File: src/rtl/mem_wb_stage.sv
// mem_wb_stage: back half of the MIPS pipeline. It holds the EX/MEM register,
// runs the data-memory handshake with a bounded wait, holds the MEM/WB register
// and drives the register-file write port and the EX/MEM forwarding sources.
// A memory access that has not completed stalls the front of the pipeline.
// An access that is still waiting after MEM_TIMEOUT request cycles is aborted
// and retires as a bubble.

module mem_wb_stage #(
   parameter int MEM_TIMEOUT = 16
) (
   input  logic        clk,
   input  logic        rst,
   input  logic        ex_valid_i,
   input  logic [31:0] ex_alu_i,
   input  logic [31:0] ex_store_i,
   input  logic [4:0]  ex_rd_i,
   input  logic [1:0]  ex_mem_ctrl_i,
   input  logic [1:0]  ex_wb_ctrl_i,
   output logic        stall_o,
   output logic        dmem_req_o,
   output logic        dmem_we_o,
   output logic [31:0] dmem_addr_o,
   output logic [31:0] dmem_wdata_o,
   input  logic [31:0] dmem_rdata_i,
   input  logic        dmem_ready_i,
   output logic        wb_we_o,
   output logic [4:0]  wb_addr_o,
   output logic [31:0] wb_data_o,
   output logic        fwd_exmem_we_o,
   output logic [4:0]  fwd_exmem_rd_o,
   output logic [31:0] fwd_exmem_data_o,
   output logic        mem_err_o
);

   typedef enum logic {
      S_IDLE = 1'b0,
      S_WAIT = 1'b1
   } state_t;

   // Last wait-count value at which a missing ready aborts the access.
   localparam logic [7:0] CNT_LAST = 8'(MEM_TIMEOUT - 1);

   // EX/MEM register fields
   logic        exm_valid;
   logic [31:0] exm_alu;
   logic [31:0] exm_store;
   logic [4:0]  exm_rd;
   logic        exm_cs;
   logic        exm_mwe;
   logic        exm_wbmux;
   logic        exm_regwe;

   // MEM/WB register fields
   logic        mwb_valid;
   logic [4:0]  mwb_rd;
   logic        mwb_wbmux;
   logic        mwb_regwe;
   logic [31:0] mwb_alu;
   logic [31:0] mwb_load;

   // Handshake state
   state_t      state;
   state_t      state_next;
   logic [7:0]  cnt;
   logic [7:0]  cnt_next;

   logic        acc;
   logic        misal;
   logic        stall;
   logic        abort;
   logic        mem_err;

   // A memory entry either makes a word-aligned access or is flagged misaligned.
   always_comb begin
      acc   = exm_valid & exm_cs & (exm_alu[1:0] == 2'b00);
      misal = exm_valid & exm_cs & (exm_alu[1:0] != 2'b00);
   end

   // EX/MEM register: capture the EX slot unless stalled; a bubble carries no control.
   always_ff @(posedge clk or negedge rst) begin
      if (!rst) begin
         exm_valid <= 1'b0;
         exm_alu   <= '0;
         exm_store <= '0;
         exm_rd    <= '0;
         exm_cs    <= 1'b0;
         exm_mwe   <= 1'b0;
         exm_wbmux <= 1'b0;
         exm_regwe <= 1'b0;
      end else if (!stall) begin
         exm_valid <= ex_valid_i;
         exm_alu   <= ex_alu_i;
         exm_store <= ex_store_i;
         exm_rd    <= ex_rd_i;
         exm_cs    <= ex_valid_i & ex_mem_ctrl_i[1];
         exm_mwe   <= ex_valid_i & ex_mem_ctrl_i[0];
         exm_wbmux <= ex_valid_i & ex_wb_ctrl_i[1];
         exm_regwe <= ex_valid_i & ex_wb_ctrl_i[0];
      end
   end

   // Handshake state and wait counter.
   always_ff @(posedge clk or negedge rst) begin
      if (!rst) begin
         state <= S_IDLE;
         cnt   <= '0;
      end else begin
         state <= state_next;
         cnt   <= cnt_next;
      end
   end

   // Next-state logic: stall while the access is outstanding, abort at the wait limit.
   always_comb begin
      state_next = state;
      cnt_next   = cnt;
      stall      = 1'b0;
      abort      = 1'b0;
      case (state)
         S_IDLE: begin
            if (acc && !dmem_ready_i) begin
               stall      = 1'b1;
               state_next = S_WAIT;
               cnt_next   = 8'd1;
            end
         end
         S_WAIT: begin
            if (!acc || dmem_ready_i) begin
               state_next = S_IDLE;
               cnt_next   = '0;
            end else if (cnt < CNT_LAST) begin
               stall      = 1'b1;
               cnt_next   = cnt + 8'd1;
            end else begin
               abort      = 1'b1;
               state_next = S_IDLE;
               cnt_next   = '0;
            end
         end
         default: begin
            state_next = S_IDLE;
            cnt_next   = '0;
         end
      endcase
   end

   // Sticky error flag for aborted or misaligned accesses; only reset clears it.
   always_ff @(posedge clk or negedge rst) begin
      if (!rst) begin
         mem_err <= 1'b0;
      end else if (misal || abort) begin
         mem_err <= 1'b1;
      end
   end

   // MEM/WB register: retire the EX/MEM entry once, or insert a bubble while stalled.
   always_ff @(posedge clk or negedge rst) begin
      if (!rst) begin
         mwb_valid <= 1'b0;
         mwb_rd    <= '0;
         mwb_wbmux <= 1'b0;
         mwb_regwe <= 1'b0;
         mwb_alu   <= '0;
         mwb_load  <= '0;
      end else if (stall) begin
         mwb_valid <= 1'b0;
      end else begin
         mwb_valid <= exm_valid & ~abort & ~misal;
         mwb_rd    <= exm_rd;
         mwb_wbmux <= exm_wbmux;
         mwb_regwe <= exm_regwe;
         mwb_alu   <= exm_alu;
         mwb_load  <= dmem_rdata_i;
      end
   end

   // Memory port, write-back port and forwarding outputs.
   always_comb begin
      stall_o          = stall;
      dmem_req_o       = acc;
      dmem_we_o        = acc & exm_mwe;
      dmem_addr_o      = acc ? exm_alu : 32'd0;
      dmem_wdata_o     = exm_store;
      wb_we_o          = mwb_valid & mwb_regwe & (mwb_rd != 5'd0);
      wb_addr_o        = mwb_rd;
      wb_data_o        = mwb_wbmux ? mwb_load : mwb_alu;
      fwd_exmem_we_o   = exm_valid & exm_regwe & ~exm_wbmux & (exm_rd != 5'd0);
      fwd_exmem_rd_o   = exm_rd;
      fwd_exmem_data_o = exm_alu;
      mem_err_o        = mem_err;
   end

endmodule

File: config.mk
export PLATFORM = sky130hd
export DESIGN_NAME = mem_wb_stage
export DESIGN_NICKNAME = d
export VERILOG_FILES = /design/src/rtl/mem_wb_stage.sv
export SDC_FILE = /design/constraint.sdc
export NUM_CORES = 1
export LEC_CHECK = 0
export ABC_AREA = 1
export BUFFER_PORTS_ARGS = -buffer_cell sky130_fd_sc_hd__buf_4
export CAP_MARGIN = 20
export CORE_MARGIN = 5
export CORE_UTILIZATION = 50
export DETAILED_ROUTE_END_ITERATION = 16
export PLACE_DENSITY = 0.81
export SETUP_SLACK_MARGIN = 0.2
export SLEW_MARGIN = 20
export SYNTH_ARGS = -nofsm -noshare
export SYNTH_HDL_FRONTEND = slang
export SYNTH_SLANG_ARGS = --single-unit
File: constraint.sdc
create_clock -name clk -period 2.08 [get_ports clk]
set_input_delay 0.208 -clock clk [delete_from_list [all_inputs] [get_ports clk]]
set_output_delay 0.208 -clock clk [all_outputs]
set_load 0.01 [all_outputs]
==> flow_summary.yaml, run 1 <==
clock_tree:
  cts_max_level: 4
  clk_path_buf_depth: 2
  clk_latency_ns: 0.42
  cts_tree: "yes"
  numClockSinks: 156
  cts_root_buf: "clkbuf_16"
  numCtsBuffers: 17
  path_clk_slew_ns: 0.06
outcome:
  status: "finished clean"
logic_synthesis:
  yosys_warnings: 0
  synth-simple-area-share_pct: 30.5
  synth_top_area_share_pct: 56.3
  syn_inst: 805
  synth.largest_area_cell: "dfrtp_1"
  synth-main-ff-cell: "dfrtp_1"
  synth-edff-count: 0
  ys_seq_elements: 156
  ys_types: 22
  synth_area_leaders: "dfrtp_1 (56%), nand2_1 (16%), nand3_1 (11%)"
  synth_xor_area_share_pct: 0.126
  synthArstFlopShare_pct: 100
  synth.cell_area_sq_um: 6940
  synth_top_family_by_area: "simple AND/OR/NAND/NOR gates"
  synth.avg_cell_area_sq_um: 8.62
  seq_area_frac_synth_pct: 56.3
  synth_adder_area_share_pct: 0.180
  synthMuxAreaShare_pct: 5.19
  synth-compound-area-share_pct: 0.144
global_routing:
  antenna_found_initial: 0
  grt_pass1_vias: 7002
  grt-ovfl-total: 0
  track_usage_pct: 27.1
  grt_pass1_wl_mm: 35.4
  grt_start_max_net_pins: 102
route:
  vias: 6823
  drcViolationCount: 0
  wl_per_cell_um: 16.7
  via_per_inst: 5.13
  dr.pass1.iters: 5
  routed_wl_mm: 22.2
  drt-initial-drc-count: 503
  postRouteAntennaNets: 0
worst_setup_path:
  r2r_setup_slack_ns: 0.35
  path_max_fanout: 31
  required_ns: 1.87
  rr_endpoint: "fwd_exmem_rd_o[2]"
  critPathSlowestCell: "dfrtp_1"
  worstReg2RegStart: "cnt[1]"
  worstPathArrival_ns: 1.66
  worstSetupPathType: "reg -> out"
  ff2ff_path_depth: 8
  end_kind: "output port"
  path_cells: "nor2_4 > nand2_2 > buf_12 > nor2_2 > buf_4"
  critPathBufInv: 2
  slowest_delay_ns: 0.42
  path_delay_family: "simple AND/OR/NAND/NOR gates"
  worstSetupStartpointType: "flip-flop"
finish:
  mostFrequentLayoutCells: "nand2_1 (299), buf_4 (260), dfrtp_1 (155)"
  insertedDiodeCount: 0
  syn_to_final_growth_pct: 53.5
  multiInputGateArea_sq_um: 2580
  finalNetCount: 1248
  drive_gt1_share_pct: 30.1
  final_common_cell: "nand2_1"
  regArea_sq_um: 3910
  fillCellCount: 879
  final_util_pct: 77.6
sta:
  hold_violations: 0
  skew_ns: 0.00658
  setup_tns_ns: 0
  setup_viol: 0
  hold_slack_ns: 0.0111
  period_share_pct: 89.8
  max_slew.worst_pin.slew_ns: 0.562
  rsz0062_at_grt: "true"
  max_freq_mhz: 536
  maxSlewHeadroom_pct: 62.5
  fin_crit_ns: 1.87
  maxSlewViolCount: 0
floorplanning:
  rows: 43
  io-pin-count: 253
  start_util_pct: 50.6
  die_h_um: 128
  fp.dieArea_sq_um: 16300
  die_width_um: 128
  core_sq_um: 13700
placement:
  portBuffers: 250
  place_hpwl_mm: 13.0
  gp_congestion: 0.791
hold_path:
  min_to: "mwb_load[2]"
  hp-class: "in -> reg"
  min_from: "dmem_rdata_i[2]"
  hold_path_depth: 3
power:
  powerDensity_nw_per_um2: 721
  p_leak_uw: 0.00574
  peakVddDrop_mv: 0.600
flow_run:
  max_cap_viol_count: 0
[registers in the layout (all words and copies together), names as in the netlist]
signal and flops:
mwb_wbmux 1, cnt 8, exm_wbmux 1, exm_cs 1
mwb_valid 1, exm_mwe 1, wb_addr_o 5, dmem_wdata_o 32
state 1, mwb_load 32, exm_valid 1, fwd_exmem_rd_o 5
exm_regwe 1, mwb_alu 32, fwd_exmem_data_o 32, mwb_regwe 1
mem_err_o 1
[through the flow]
| stage | setup WS, ns | cell area [sq um] | instances | power (uW) |
|---|---|---|---|---|
| after floorplan | 0.610 | 6940 | 806 | 3720 |
| after global placement | 0.473 | 8910 | 1195 | 4260 |
| after detailed placement | 0.378 | 8910 | 1195 | 4280 |
| after CTS | 0.134 | 10500 | 1327 | 7690 |
| after global routing | 0.143 | 10600 | 1331 | 7970 |
| final | 0.213 | 10600 | 1331 | 7680 |
[cell families after synthesis]
group	after synthesis
and+or+nand+nor	502
DFF	156
buffers and inverters	110
muxes	32
AOI/OAI and AO/OA	2
adders and majority gates	1
other	1
xor gates and xnor gates	1
[cell type report]
cell class	count	share of cell area [%]
Multi-Input combinational cell	541	24.2
Clock inverter	7	1.27
Tap cell	180	2.11
Clock buffer	25	4.56
Sequential cell	156	36.7
Timing Repair Buffer	367	29.2
Inverter	55	2.01
[Yosys cell counts, types with 2 or more instances]
master    number
mux2_2        32
buf_2         26
nand4_1        2
inv_2          2
dfrtp_1      156
nor3_1         2
inv_1         53
o21ai_0        2
nand3_1      147
nor2_1        45
nand2_2        2
buf_6          3
buf_4         15
nand2_1      300
clkbuf_1      11
[power breakdown]
| group | leakage [uW] | switching (uW) | internal [uW] |
|---|---|---|---|
| logic | 0.00360 | 474 | 584 |
| clock network | 0.000305 | 1160 | 2100 |
| registers | 0.00184 | 140 | 3210 |
| total | 0.00574 | 1780 | 5900 |
[worst max path at each step]
stage,end,slack [ns],depth (start not counted),startpoint
2_1_floorplan,wb_addr_o[3],0.61,9,cnt[0]
3_3_place_gp,cnt[0],0.47,7,cnt[0]
3_5_place_dp,dmem_wdata_o[29],0.38,8,cnt[0]
4_1_cts,stall_o,0.13,7,cnt[0]
5_1_grt,dmem_addr_o[31],0.14,5,fwd_exmem_data_o[1]
6_report,dmem_addr_o[31],0.21,5,fwd_exmem_data_o[1]
[repair_timing]
action                                 CTS  global route
hold buffers                            98             0
setup endpoints to repair               32           175
endpoints found under the hold margin  145             0
pin swaps                                2             4
gates cloned                             1             1
resized for setup                        3            17
buffers inserted                         1             3
[tightest hold or removal path, cell delays in order]
cell and delay [ns]:
buf_4 0.09, nand2_1 0.05, nand2_1 0.06
[layer usage]
metal  part of all wire (%)  GRT usage [%]  wire length (um)
met5                      0              0                 0
met4                    3.2           12.4               718
met1                     39           32.8              8570
met2                     52           46.1             11500
met3                    6.4           6.08              1420
Note: power is estimated with default switching activity, not from simulation.
==> run 2, diff against run 1 <==
--- a/config.mk
+++ b/config.mk
@@ -9,9 +9,9 @@
 export BUFFER_PORTS_ARGS = -buffer_cell sky130_fd_sc_hd__buf_4
 export CAP_MARGIN = 20
 export CORE_MARGIN = 5
-export CORE_UTILIZATION = 50
+export CORE_UTILIZATION = 40
 export DETAILED_ROUTE_END_ITERATION = 16
-export PLACE_DENSITY = 0.81
+export PLACE_DENSITY = 0.72
 export SETUP_SLACK_MARGIN = 0.2
 export SLEW_MARGIN = 20
 export SYNTH_ARGS = -nofsm -noshare
==> constraint.sdc (replaced) <==
create_clock -name clk -period 2 [get_ports clk]
set_input_delay 0.2 -clock clk [delete_from_list [all_inputs] [get_ports clk]]
set_output_delay 0.2 -clock clk [all_outputs]
set_load 0.01 [all_outputs]
==> flow_summary.yaml, run 2 (synthesis results as in run 1) <==
power:
  p_leak_uw: 0.00576
  powerDensity_nw_per_um2: 732
  peakVddDrop_mv: 0.589
finish:
  final_util_pct: 63.0
  final_common_cell: "nand2_1"
  instances_no_fill: 1384
  insertedDiodeCount: 0
  mostFrequentLayoutCells: "nand2_1 (299), buf_4 (259), dfrtp_1 (155)"
  fillCellCount: 1439
  drive_gt1_share_pct: 30.4
  finalNetCount: 1256
  syn_to_final_growth_pct: 55.9
clock_tree:
  numCtsBuffers: 17
  path_clk_slew_ns: 0.06
  cts_root_buf: "clkbuf_16"
  cts_tree: "yes"
  clk_path_buf_depth: 2
  cts_max_level: 4
  numClockSinks: 156
  clk_latency_ns: 0.41
placement:
  dpl.cell_count: 1242
  place_hpwl_mm: 13.5
  portBuffers: 250
  gp_congestion: 0.760
  pre_cts_slack_ns: 0.243
floorplanning:
  core_sq_um: 17200
  die_width_um: 142
  io-pin-count: 253
  die_h_um: 142
  rows: 48
  fp.dieArea_sq_um: 20100
  start_util_pct: 40.4
worst_setup_path:
  required_ns: 1.80
  path_delay_family: "flip-flops"
  critPathSlowestCell: "dfrtp_1"
  slowest_delay_ns: 0.42
  worstPathArrival_ns: 1.58
  end_kind: "output port"
  path_max_fanout: 25
  critPathBufInv: 2
  r2r_setup_slack_ns: 0.29
  worstSetupStartpointType: "flip-flop"
  worstSetupPathType: "reg -> out"
  path_cells: "nor2_4 > nand2_2 > buf_12 > nor2_1 > buf_4"
flow_run:
  max_cap_viol_count: 0
route:
  maxUsedRoutingLayer: "met4"
  wl_met3_mm: 1.18
  postRouteAntennaNets: 0
  drcViolationCount: 0
  drt-initial-drc-count: 375
  wl_met2_mm: 10.7
  routed_wl_mm: 21.8
  via_per_inst: 4.83
  met1_length_mm: 9.23
  dr.pass1.iters: 5
  wl_per_cell_um: 15.7
  vias: 6690
sta:
  hold_violations: 0
  setup_viol: 0
  period_share_pct: 88.8
  maxSlewHeadroom_pct: 60.4
  setup_tns_ns: 0
  fin_crit_ns: 1.78
  rsz0062_at_grt: "true"
  skew_ns: 0.00829
  max_freq_mhz: 563
  max_slew.worst_pin.slew_ns: 0.594
  maxSlewViolCount: 0
  fin_ws_ns: 0.225
global_routing:
  grt_start_max_net_pins: 101
  grt_pass1_wl_mm: 35.0
  grt_pass1_vias: 6764
  track_usage_pct: 21.7
  grt-ovfl-total: 0
  antenna_found_initial: 0
hold_path:
  hp-class: "in -> reg"
outcome:
  status: "finished clean"
-- run 2: cell count changes in the layout (fill, tap and decap cells not counted), moves of 2 or more --
cell	previous run	this run
nor2_1	39	37
buf_12	5	11
nand2_4	2	0
nor2_2	6	8
dlygate4sd3_1	98	103
clkinvlp_4	0	2
-- run 2: metrics by stage --
stage / hold slack (ns) / area (sq um) / total power [uW]
6_report: 0.0300 / 10800 / 7920
5_1_grt: 0.0205 / 10800 / 8280
4_1_cts: 0.0169 / 10800 / 7990
3_5_place_dp: 0.203 / 9030 / 4460
3_3_place_gp: 0.205 / 9030 / 4450
2_1_floorplan: -0.0956 / 6940 / 3870
-- run 2: power by group --
part,internal (uW),switching [uW]
Combinational,631,489
Sequential,3340,141
Clock,2100,1220
-- run 2: worst paths after layout --
check,startpoint,to,cells past startpoint
max,fwd_exmem_data_o[1],dmem_addr_o[10],5
min,ex_valid_i,exm_valid,3
max reg2reg,cnt[0],mwb_alu[12],8
min reg2reg,mem_err_o,mem_err_o,2
max in group asynchronous,rst,dmem_wdata_o[31],3
min in group asynchronous,rst,mwb_load[14],2
-- run 2: tightest hold or removal path, cell delays in order --
cell     delay [ns]
buf_4          0.11
inv_1          0.04
nand2_1        0.05
-- run 2: repair_timing --
item / CTS / global route
setup buffers: 7 / 0
endpoints found under the hold margin: 156 / 0
resized for setup: 9 / 14
endpoints found under the setup margin: 45 / 111
pin swaps: 3 / 4
hold buffers: 103 / 0
-- run 2: metal layers --
metal / vias up / global-route usage [%]
met3: 45 / 4.65
li1: 3210 / -
met4: 0 / 8.74
met5: - / 0
met2: 228 / 35.7
met1: 3207 / 28.0
-- run 2: area by class of cell --
class                   instances  area (sq um)  area share (%)
clock inverters                 6           108           0.995
repair buffers                376          3230            29.9
clock buffers                  26           499            4.62
well taps                     225           282            2.60
flip-flops and latches        156          3910            36.1
inverters                      55           213            1.97
multi-input cells             540          2580            23.8
